## src/rtl/bcd_display_pkg.sv

```systemverilog
// Shared types and 7-segment constants for the BCD display driver.
// Segments are active-low, bit0 = a .. bit6 = g.
package bcd_display_pkg;

    typedef enum logic [1:0] {
        IDLE    = 2'd0,
        CONVERT = 2'd1,
        LOAD    = 2'd2
    } state_t;

    localparam logic [6:0] SEG_BLANK = 7'h7F;
    localparam logic [6:0] SEG_DASH  = 7'h3F;

    localparam logic [6:0] SEG_0 = 7'h40;
    localparam logic [6:0] SEG_1 = 7'h79;
    localparam logic [6:0] SEG_2 = 7'h24;
    localparam logic [6:0] SEG_3 = 7'h30;
    localparam logic [6:0] SEG_4 = 7'h19;
    localparam logic [6:0] SEG_5 = 7'h12;
    localparam logic [6:0] SEG_6 = 7'h02;
    localparam logic [6:0] SEG_7 = 7'h78;
    localparam logic [6:0] SEG_8 = 7'h00;
    localparam logic [6:0] SEG_9 = 7'h10;

endpackage

```

## src/rtl/bcd_multi_display_if.sv

```systemverilog
// Value request and display result bundle for bcd_multi_display.
interface bcd_multi_display_if #(
    parameter int unsigned WIDTH      = 10,
    parameter int unsigned NUM_DIGITS = 4
);
    logic [WIDTH-1:0]        BIN;
    logic                    BIN_VALID;
    logic                    BIN_READY;
    logic [7*NUM_DIGITS-1:0] HEX;
    logic                    OVERFLOW;

    modport master (output BIN, BIN_VALID, input BIN_READY, HEX, OVERFLOW);
    modport slave  (input BIN, BIN_VALID, output BIN_READY, HEX, OVERFLOW);
endinterface

```

## src/rtl/bcd_multi_display_seg7_digit_decoder.sv

```systemverilog
// One BCD nibble to active-low 7-segment pattern; non-decimal nibbles go blank.
module seg7_digit_decoder
    import bcd_display_pkg::*;
(
    input  logic [3:0] bcd,
    output logic [6:0] seg_c
);

    always_comb begin
        seg_c = SEG_BLANK;
        case (bcd)
            4'd0:    seg_c = SEG_0;
            4'd1:    seg_c = SEG_1;
            4'd2:    seg_c = SEG_2;
            4'd3:    seg_c = SEG_3;
            4'd4:    seg_c = SEG_4;
            4'd5:    seg_c = SEG_5;
            4'd6:    seg_c = SEG_6;
            4'd7:    seg_c = SEG_7;
            4'd8:    seg_c = SEG_8;
            4'd9:    seg_c = SEG_9;
            default: seg_c = SEG_BLANK;
        endcase
    end

endmodule

```

## src/rtl/bcd_multi_display.sv

```systemverilog
// Sequential double-dabble binary-to-decimal converter driving a 7-segment bank.
// Optional macro LEADING_ZERO_BLANK_EN blanks digits above the leading nonzero one.
module bcd_multi_display
    import bcd_display_pkg::*;
#(
    parameter int unsigned WIDTH      = 10,
    parameter int unsigned NUM_DIGITS = 4
) (
    input  logic                CLOCK_50,
    input  logic                RESET,
    bcd_multi_display_if.slave  bus
);

    localparam int unsigned SW = 4 * NUM_DIGITS;
    localparam int unsigned HW = 7 * NUM_DIGITS;
    localparam int unsigned CW = $clog2(WIDTH + 1);

    state_t          state, state_nxt;
    logic [CW-1:0]   cnt, cnt_nxt;
    logic [WIDTH-1:0] shreg, shreg_nxt;
    logic [SW-1:0]   scratch, scratch_nxt;
    logic            sticky, sticky_nxt;
    logic [HW-1:0]   hex_r, hex_nxt;
    logic            ovf_r, ovf_nxt;
    logic            ready_r, ready_nxt;

    logic [SW-1:0]   adj;
    logic [SW-1:0]   scratch_sh;
    logic [WIDTH-1:0] shreg_sh;
    logic            carry;
    logic [6:0]      dec_seg [NUM_DIGITS];
    logic [HW-1:0]   disp;

    // One double-dabble step: add-3 correction, then shift {scratch, shreg} left.
    always_comb begin
        adj = scratch;
        for (int i = 0; i < int'(NUM_DIGITS); i++) begin
            if (scratch[4*i +: 4] >= 4'd5)
                adj[4*i +: 4] = scratch[4*i +: 4] + 4'd3;
        end
        carry      = adj[SW-1];
        scratch_sh = {adj[SW-2:0], shreg[WIDTH-1]};
        shreg_sh   = shreg << 1;
    end

    for (genvar g = 0; g < NUM_DIGITS; g++) begin : g_dec
        seg7_digit_decoder u_dec (
            .bcd   (scratch[4*g +: 4]),
            .seg_c (dec_seg[g])
        );
    end

    // Display image presented to the output register in LOAD.
    always_comb begin
`ifdef LEADING_ZERO_BLANK_EN
        logic seen;
        seen = 1'b0;
`endif
        disp = '1;
        for (int d = int'(NUM_DIGITS) - 1; d >= 0; d--) begin
`ifdef LEADING_ZERO_BLANK_EN
            if (scratch[4*d +: 4] != 4'd0)
                seen = 1'b1;
            disp[7*d +: 7] = (seen || d == 0) ? dec_seg[d] : SEG_BLANK;
`else
            disp[7*d +: 7] = dec_seg[d];
`endif
        end
        if (sticky)
            disp = {NUM_DIGITS{SEG_DASH}};
    end

    always_comb begin
        state_nxt   = state;
        cnt_nxt     = cnt;
        shreg_nxt   = shreg;
        scratch_nxt = scratch;
        sticky_nxt  = sticky;
        hex_nxt     = hex_r;
        ovf_nxt     = ovf_r;
        case (state)
            IDLE: begin
                if (bus.BIN_VALID) begin
                    shreg_nxt   = bus.BIN;
                    scratch_nxt = '0;
                    sticky_nxt  = 1'b0;
                    cnt_nxt     = CW'(WIDTH);
                    state_nxt   = CONVERT;
                end
            end
            CONVERT: begin
                shreg_nxt   = shreg_sh;
                scratch_nxt = scratch_sh;
                sticky_nxt  = sticky | carry;
                cnt_nxt     = cnt - CW'(1);
                if (cnt == CW'(1))
                    state_nxt = LOAD;
            end
            LOAD: begin
                hex_nxt   = disp;
                ovf_nxt   = sticky;
                state_nxt = IDLE;
            end
            default: state_nxt = IDLE;
        endcase
        ready_nxt = (state_nxt == IDLE);
    end

    always_ff @(posedge CLOCK_50) begin
        if (RESET) begin
            state   <= IDLE;
            cnt     <= '0;
            shreg   <= '0;
            scratch <= '0;
            sticky  <= 1'b0;
            hex_r   <= '1;
            ovf_r   <= 1'b0;
            ready_r <= 1'b1;
        end else begin
            state   <= state_nxt;
            cnt     <= cnt_nxt;
            shreg   <= shreg_nxt;
            scratch <= scratch_nxt;
            sticky  <= sticky_nxt;
            hex_r   <= hex_nxt;
            ovf_r   <= ovf_nxt;
            ready_r <= ready_nxt;
        end
    end

    assign bus.HEX       = hex_r;
    assign bus.OVERFLOW  = ovf_r;
    assign bus.BIN_READY = ready_r;

endmodule

```

## src/flat_wrapper.sv

```systemverilog
// flat-port wrapper written by rule: the top's interface ports become plain ports
module bcd_multi_display_flat import bcd_display_pkg::*;
#(
    parameter int unsigned WIDTH      = 10,
    parameter int unsigned NUM_DIGITS = 4
)
  (CLOCK_50, RESET, bus_BIN, bus_BIN_VALID, bus_BIN_READY, bus_HEX, bus_OVERFLOW);
  bcd_multi_display_if #(.WIDTH(WIDTH), .NUM_DIGITS(NUM_DIGITS)) bus_i ();
  input  logic CLOCK_50;
  input  logic RESET;
  input wire logic [$bits(bus_i.BIN)-1:0] bus_BIN;
  input wire logic [$bits(bus_i.BIN_VALID)-1:0] bus_BIN_VALID;
  output wire logic [$bits(bus_i.BIN_READY)-1:0] bus_BIN_READY;
  output wire logic [$bits(bus_i.HEX)-1:0] bus_HEX;
  output wire logic [$bits(bus_i.OVERFLOW)-1:0] bus_OVERFLOW;
  assign bus_i.BIN = bus_BIN;
  assign bus_i.BIN_VALID = bus_BIN_VALID;
  assign bus_BIN_READY = bus_i.BIN_READY;
  assign bus_HEX = bus_i.HEX;
  assign bus_OVERFLOW = bus_i.OVERFLOW;
  bcd_multi_display #(.WIDTH(WIDTH), .NUM_DIGITS(NUM_DIGITS)) u_core (.CLOCK_50(CLOCK_50), .RESET(RESET), .bus(bus_i));
endmodule
```

## config.mk

```make
export PLATFORM = sky130hd
export DESIGN_NAME = bcd_multi_display_flat
export DESIGN_NICKNAME = d
export VERILOG_FILES = /design/src/rtl/bcd_display_pkg.sv /design/src/rtl/bcd_multi_display_if.sv /design/src/rtl/bcd_multi_display_seg7_digit_decoder.sv /design/src/rtl/bcd_multi_display.sv /design/src/flat_wrapper.sv
export SDC_FILE = /design/constraint.sdc
export NUM_CORES = 1
export LEC_CHECK = 0
export ABC_AREA = 1
export BUFFER_PORTS_ARGS = -buffer_cell sky130_fd_sc_hd__buf_2
export CAP_MARGIN = 30
export CORE_ASPECT_RATIO = 0.75
export CORE_MARGIN = 1
export CORE_UTILIZATION = 63
export CTS_CLUSTER_DIAMETER = 120
export DETAILED_ROUTE_END_ITERATION = 6
export MAX_ROUTING_LAYER = met4
export PLACE_DENSITY = 0.87
export SYNTH_ARGS = -nofsm -noshare
export SYNTH_HDL_FRONTEND = slang
export SYNTH_SLANG_ARGS = --single-unit
```

## constraint.sdc

```tcl
create_clock -name CLOCK_50 -period 2.8 [get_ports CLOCK_50]
set_input_delay 0.14 -clock CLOCK_50 [delete_from_list [all_inputs] [get_ports CLOCK_50]]
set_output_delay 0.14 -clock CLOCK_50 [all_outputs]
set_load 0.03 [all_outputs]
```

==> results of run 1 <==
[cells in the final DEF, fill, tap and decap left out, drive strengths merged]
| cell | netlist | routed |
|---|---|---|
| nand2 | 181 | 181 |
| dfxtp | 91 | 91 |
| inv | 65 | 66 |
| nand3 | 45 | 45 |
| buf | 10 | 44 |
| ha | 30 | 30 |
| o22ai | 29 | 29 |
| o21ai | 21 | 21 |
| nor2 | 18 | 18 |
| clkbuf | 4 | 10 |
| a22oi | 9 | 9 |
| nand4 | 6 | 6 |
| a21oi | 4 | 4 |
| o211ai | 4 | 4 |
| o221ai | 3 | 3 |
| clkinv | 0 | 3 |
| nand3b | 2 | 2 |
| a31oi | 2 | 2 |
| nor3 | 2 | 2 |
| bufinv | 0 | 2 |
| a221oi | 1 | 1 |
| xor2 | 1 | 1 |
[cell type report]
| class | count | share of cell area [%] |
|---|---|---|
| flip-flops and latches | 91 | 39.1 |
| clock buffers | 10 | 2.95 |
| inverters | 65 | 5.34 |
| multi-input cells | 358 | 43.8 |
| clock inverters | 6 | 1.88 |
| well taps | 81 | 2.17 |
| repair buffers | 44 | 4.83 |
[power breakdown]
group | switching (mW) | leakage, nW | total (mW) | internal [mW]
logic | 0.110 | 1.43 | 0.156 | 0.0468
clock network | 0.459 | 0.117 | 0.988 | 0.529
registers | 0.0149 | 0.738 | 1.33 | 1.32
total | 0.584 | 2.28 | 2.48 | 1.89
[path summary, 6_finish.rpt]
kind                                          start                                     end  cells after the start
max                  u_core.scratch[8]$_SDFFE_PP0N_  u_core.g_dec[3].u_dec.seg_c[3]$_DFF_P_                     13
min                                      bus_BIN[0]            u_core.shreg[0]$_SDFFE_PP0N_                      3
max reg2reg          u_core.scratch[8]$_SDFFE_PP0N_  u_core.g_dec[3].u_dec.seg_c[3]$_DFF_P_                     13
min reg2reg  u_core.g_dec[2].u_dec.seg_c[6]$_DFF_P_         u_core.bus.HEX[20]$_SDFFE_PP1N_                      2
[tightest hold or removal path, stage by stage]
cell and delay [ns]:
buf_2 0.08, nand3_1 0.06, o21ai_0 0.07
[kinds of logic (layout without fill, tap and decap cells)]
| group | Yosys count | in the layout | synth area share [%] |
|---|---|---|---|
| AOI/OAI and AO/OA | 73 | 73 | 12.4 |
| xor gates and xnor gates | 1 | 1 | 0.208 |
| buffers and inverters | 79 | 125 | 8.15 |
| DFF | 91 | 91 | 43.3 |
| adders and majority gates | 30 | 30 | 8.92 |
| and+or+nand+nor | 254 | 254 | 27.0 |
[metal layers]
metal  vias up  routed length (um)  part of all wire (%)
met5         -                   0                     0
met4         0                  73                  0.85
met3        11                 340                   4.0
met2        97                4190                    49
met1      1663                3990                    46
li1       1806                   -                     -
[flip-flops by register name, summed over array words and instances (netlist names)]
name,flops
u_core.bus.HEX,28
u_core.shreg,10
u_core.g_dec.u_dec.seg_c,28
u_core.cnt,4
u_core.scratch,16
u_core.bus.BIN_READY,1
u_core.state,2
u_core.bus.OVERFLOW,1
u_core.sticky,1
[per-stage QoR]
stage | hold slack, ns | setup slack [ns] | area (sq um) | instances
6_report | 0.0350 | 0.711 | 4660 | 655
5_1_grt | 0.0554 | 0.418 | 4660 | 655
4_1_cts | 0.0189 | 0.715 | 4660 | 655
3_5_place_dp | 0.389 | 0.743 | 4440 | 639
3_3_place_gp | 0.384 | 0.852 | 4440 | 639
2_1_floorplan | 0.282 | 0.955 | 4210 | 528
==> results.yml, run 1 <==
detailed_routing:
  firstDrtPassIters: 4
  antenna_left: 0
  drtIter0Drc: 209
  wl_per_cell_um: 13.1
  wirelength_um: 8590
  vias: 3577
  post_drt_via_cell_ratio: 5.46
  drc: 0
timing:
  tightest_slew_ns: 0.646
  slew_headroom_pct: 56.8
  finalHoldViolations: 0
  fin_skew_ns: 0.00963
  fin_crit_sh_pct: 74.6
  fin_tns_setup_ns: 0
  slew_viol_final: 0
  max_freq_ghz: 0.479
  rsz0062_at_grt: "false"
  setup_viol: 0
  period_needed_ns: 2.09
clock_network:
  clkLatencyLatePin_ns: 0.36
  cts_setup_buffers: 0
  cts_inserted_buffers: 9
  postCtsHoldBufs: 0
  clk_pin_slew_ns: 0.09
  cts_resized: 0
  root_buffer: "clkbuf_8"
  cts_tree: "yes"
  clock-sinks: 91
  clk_path_buf_depth: 2
  cts-htree-levels: 3
placed_design:
  io_buffers: 42
  gp_congestion: 0.882
  post-dp-hpwl_um: 6040
pwr:
  finalPower_mw: 2.48
  ir_drop_mv: 0.384
  power_density_nw_per_um2: 531
  p_leak_nw: 2.28
logic_synthesis:
  synth_most_common_cell: "nand2_1"
  netlist_area_sq_um: 4210
  synth-async-reset-ratio_pct: 0
  yosysTopAreaCell: "dfxtp_1"
  synth_ff_type: "dfxtp_1"
  synth-edff-count: 0
  syn_inst: 528
  ys_ff_latch: 91
  ys_seq_area_share_pct: 43.3
  post_synth.cell_area_avg_sq_um: 7.97
  synth_top_area_share_pct: 43.3
  yosysUniqueCellTypes: 32
  yosys_warnings: 0
  synth_nets: 571
  synth_common_cells: "nand2_1 (168), dfxtp_1 (91), inv_1 (55)"
  synthTopCellsByArea: "dfxtp_1 (43%), nand2_1 (15%), ha_1 (8.9%)"
worst_setup_path:
  path_max_fanout: 5
  startpoint_type: "register"
  crit_family: "simple AND/OR/NAND/NOR gates"
  crit_slowest_cell: "dfxtp_1"
  cp_data_arrival_time_ns: 2.34
  path_cells: "inv_1 -> ha_1 -> inv_1 -> nand2_1 -> nand3_1 -> nand2_1 -> o22ai_4 -> inv_1 -> ha_1 -> nand3_1 -> nand2_1 -> nand2_1 -> nand2_1"
  critPathMaxStageDelay_ns: 0.37
  cp_common_cell: "nand2_1"
  cp-end-kind: "register"
  path_buf_inv: 3
  crit_required_ns: 3.05
  critPathKind: "register to register"
  reg2reg_slack_ns: 0.71
global_routing:
  grt_overflow: 0
  gr-usage-met3_pct: 6.88
  grt_pass1_vias: 3456
  grt_pass1_wl_um: 14900
  grt_antenna_before_repair: 0
  top_usage_layer: "met2"
  grt.met1_usage_pct: 32.2
  grt_usage_pct: 28.1
  grt.met2_usage_pct: 48.2
  grt_max_degree: 55
floorplanning:
  fp.dieW_um: 96.4
  initial_core_util_pct: 65.9
  num_io_pins: 43
  die_h_um: 72.8
  core_sq_um: 6380
  std_cell_rows: 25
  die_area_sq_um: 7010
job:
  maxCapViolCount: 0
finish:
  finalNetCount: 612
  multiInputGateArea_sq_um: 2040
  drive_gt1_share_pct: 17.9
  post-route-util_pct: 73.1
  area_growth_pct: 10.9
  seq_area_sq_um: 1820
  n_antenna_cell: 0
  fillCellCount: 484
status:
  status: "finished clean"
worst_hold_path:
  hold_path_class: "input pin to register"
Power figures use the tool's default switching activity.
==> inputs of run 2 (changes only) <==
Settings changed: ABC_AREA 1 to 0, CORE_UTILIZATION 63 to 53, PLACE_DENSITY 0.87 to 0.78.
Clock period 2.8 ns to 1.8 ns, I/O delays scaled along.
==> run 2 against run 1 <==
The run now ends with design-rule violations, negative setup slack left; count of clock-buffer cells in the layout decreased by 1; clock skew grew 0.0085 ns; critical path depth is 4 lower; sequential cell count did not move; non-clock buffer count increased by 135; synthesized area rose by 6.0%; critical path type unchanged; largest cell class unchanged; largest power group unchanged; highest routed layer unchanged.
==> results.yml, run 2 <==
worst_setup_path:
  reg2reg_slack_ns: -0.51
  crit_required_ns: 2.11
  rr_endpoint: "u_core.g_dec[0].u_dec.seg_c[4]$_DFF_P_"
  critPathMaxStageDelay_ns: 0.46
  path_max_fanout: 4
  rr_startpoint: "u_core.state[0]$_SDFF_PP0_"
  cp_common_cell: "buf_4"
  path_cells: "buf_4 -> buf_4 -> nor4bb_1 -> a41oi_2 -> a31oi_4 -> inv_4 -> ha_4 -> mux2i_1 -> a2bb2oi_1"
  critPathKind: "register to register"
  r2r_cells: 9
  cp_data_arrival_time_ns: 2.62
  startpoint_type: "register"
  crit_slowest_cell: "nor4bb_1"
  cp-end-kind: "register"
logic_synthesis:
  synth_nets: 551
  yosysUniqueCellTypes: 63
  yosys_warnings: 0
  synth_ff_type: "dfxtp_1"
  ys_seq_area_share_pct: 40.9
  synth_common_cells: "dfxtp_1 (91), inv_1 (44), nor2_1 (42)"
  synth-async-reset-ratio_pct: 0
  netlist_area_sq_um: 4460
  synth_most_common_cell: "dfxtp_1"
  syn_inst: 508
  ys_ff_latch: 91
  post_synth.cell_area_avg_sq_um: 8.78
  synthTopCellsByArea: "dfxtp_1 (41%), ha_1 (8.4%), o21ai_0 (3.8%)"
  yosysTopAreaCell: "dfxtp_1"
  synth-edff-count: 0
  synth_top_area_share_pct: 40.9
finish:
  fillCellCount: 359
  post-route-util_pct: 85.4
  drive_gt1_share_pct: 51.6
  layout_commonest_cell: "buf_4"
  fin_area_sq_um: 6850
  n_antenna_cell: 0
  most-common-layout-cells: "buf_4 (114), dfxtp_1 (79), buf_2 (42)"
  area_growth_pct: 53.7
  finalNetCount: 708
pwr:
  p_clk_share_pct: 35.3
  seq_power_share_pct: 52.5
  p_leak_nw: 2.87
  power_density_nw_per_um2: 581
  power.switching_mw: 1.08
  finalPower_mw: 3.98
  p_int_mw: 2.90
  ir_drop_mv: 0.574
  swShare_pct: 27.1
  p_comb_share_pct: 12.2
global_routing:
  grt_max_degree: 33
  grt_pass1_wl_um: 23000
  grt_antenna_before_repair: 0
  grt_usage_pct: 35.5
  grt_pass1_vias: 4693
  grt_overflow: 0
clock_network:
  clk_path_buf_depth: 2
  cts_tree: "yes"
  cts_inserted_buffers: 9
  clkLatencyLatePin_ns: 0.39
  clock-sinks: 91
  cts-htree-levels: 3
  root_buffer: "clkbuf_8"
  clk_pin_slew_ns: 0.10
floorplanning:
  num_io_pins: 43
  die_h_um: 81.4
  std_cell_rows: 28
  die_area_sq_um: 8790
  core_sq_um: 8020
  initial_core_util_pct: 55.6
  fp.dieW_um: 108
timing:
  finalHoldViolations: 0
  tightest_slew_ns: 0.499
  hold_slack_ns: 0.0607
  fin_crit_sh_pct: 128
  period_needed_ns: 2.31
  slew_viol_final: 0
  fin_skew_ns: 0.0181
  max_freq_ghz: 0.433
  setup_ws_ns: -0.508
  setup_viol: 30
  slew_headroom_pct: 66.7
  rsz0062_at_grt: "true"
worst_hold_path:
  min_from: "bus_BIN[4]"
  holdPathStages: 3
  hold_path_class: "input pin to register"
  hold_path_end: "u_core.shreg[4]$_SDFFE_PP0N_"
detailed_routing:
  vias: 5072
  antenna_left: 0
  wirelength_um: 17800
  firstDrtPassIters: 7
  wl_per_cell_um: 23.1
  drc: 1
  post_drt_via_cell_ratio: 6.55
  drtIter0Drc: 648
placed_design:
  gp_congestion: 0.904
  io_buffers: 42
  post-dp-hpwl_um: 8530
  place_area_sq_um: 5730
status:
  violations: "design-rule violations, negative setup slack"
  status: "finished with violations"
job:
  maxCapViolCount: 0
run 2: changes by cell type after synthesis, moves of 8 or more:
cell      previous run  this run
a221oi_1             1        13
nand2_1            168        18
a21oi_1              4        25
o21ai_2             11         0
and2_1               0         8
nor3_1               2        29
nand3_1             42        12
clkbuf_1             4        23
nor2_1              14        42
o22ai_1             27        12
o21ai_0              9        34
inv_1               55        44
run 2: metal layers:
metal  vias up  global-route usage, %  wire length (um)
met4         0                   18.4              1280
met5         -                      -                 0
met3       155                   7.94              1770
li1       2133                      -                 -
met1      2403                   38.7              6710
met2       381                   61.7              8090
run 2: logic make-up after synthesis:
logic type | after synthesis | share of synthesized area [%]
fa+ha+maj | 30 | 8.42
flops | 91 | 40.9
compound gates | 150 | 24.4
mux | 4 | 0.926
simple gates | 147 | 17.1
buf+inv | 82 | 7.58
xor+xnor | 4 | 0.786
run 2: per-stage QoR:
| step | instances | setup TNS, ns | worst slack [ns] |
|---|---|---|---|
| floorplan | 508 | -2.37 | -0.269 |
| global placement | 725 | -5.39 | -0.315 |
| detailed placement | 725 | -6.72 | -0.354 |
| CTS | 765 | -5.39 | -0.311 |
| global route | 774 | -10.93 | -0.536 |
| finish | 774 | -9.30 | -0.508 |
run 2: area by class of cell:
type / instances / area [sq um] / share of cell area (%)
clock buffers: 9 / 124 / 1.81
flip-flops and latches: 91 / 1840 / 26.9
clock inverters: 6 / 66.3 / 0.968
multi-input cells: 335 / 3130 / 45.7
inverters: 49 / 211 / 3.09
repair buffers: 179 / 1340 / 19.6
well taps: 105 / 131 / 1.92
run 2: worst max-delay path by stage:
stage                                   start                                     end  slack, ns  depth (start not counted)
2_1_floorplan      u_core.state[0]$_SDFF_PP0_  u_core.g_dec[3].u_dec.seg_c[3]$_DFF_P_      -0.27                          8
3_3_place_gp   u_core.scratch[0]$_SDFFE_PP0N_  u_core.g_dec[1].u_dec.seg_c[1]$_DFF_P_      -0.31                         12
3_5_place_dp   u_core.scratch[0]$_SDFFE_PP0N_  u_core.g_dec[1].u_dec.seg_c[1]$_DFF_P_      -0.35                         12
4_1_cts            u_core.state[0]$_SDFF_PP0_  u_core.g_dec[3].u_dec.seg_c[3]$_DFF_P_      -0.31                          7
5_1_grt            u_core.state[0]$_SDFF_PP0_  u_core.g_dec[0].u_dec.seg_c[4]$_DFF_P_      -0.54                          9
6_report           u_core.state[0]$_SDFF_PP0_  u_core.g_dec[0].u_dec.seg_c[4]$_DFF_P_      -0.51                          9
run 2: critical path: cells and delay by family, from the launching register on:
| kind | cells | cell delay [ns] |
|---|---|---|
| AND/OR/NAND/NOR | 1 | 0.46 |
| adder cells (fa/ha/maj) | 1 | 0.18 |
| AO/OA/AOI/OAI | 3 | 0.64 |
| buffers and inverters | 3 | 0.38 |
| multiplexers | 1 | 0.20 |
| flip-flops | 1 | 0.38 |
run 2: what timing repair did:
action	in CTS	in global routing
pin swaps	42	21
buffers inserted	25	11
resized for setup	90	56
hold buffers	1	0
hold endpoints to repair	1	0
endpoints found under the setup margin	32	33
run 2: power by group through the flow:
stage	clock (mW)	combinational [mW]	sequential, mW
5_1_grt	1.46	0.506	2.09
6_report	1.40	0.485	2.09
3_3_place_gp	0	0.354	2.13
2_1_floorplan	0	0.208	2.14
4_1_cts	1.38	0.415	2.08
3_5_place_dp	0	0.367	2.13
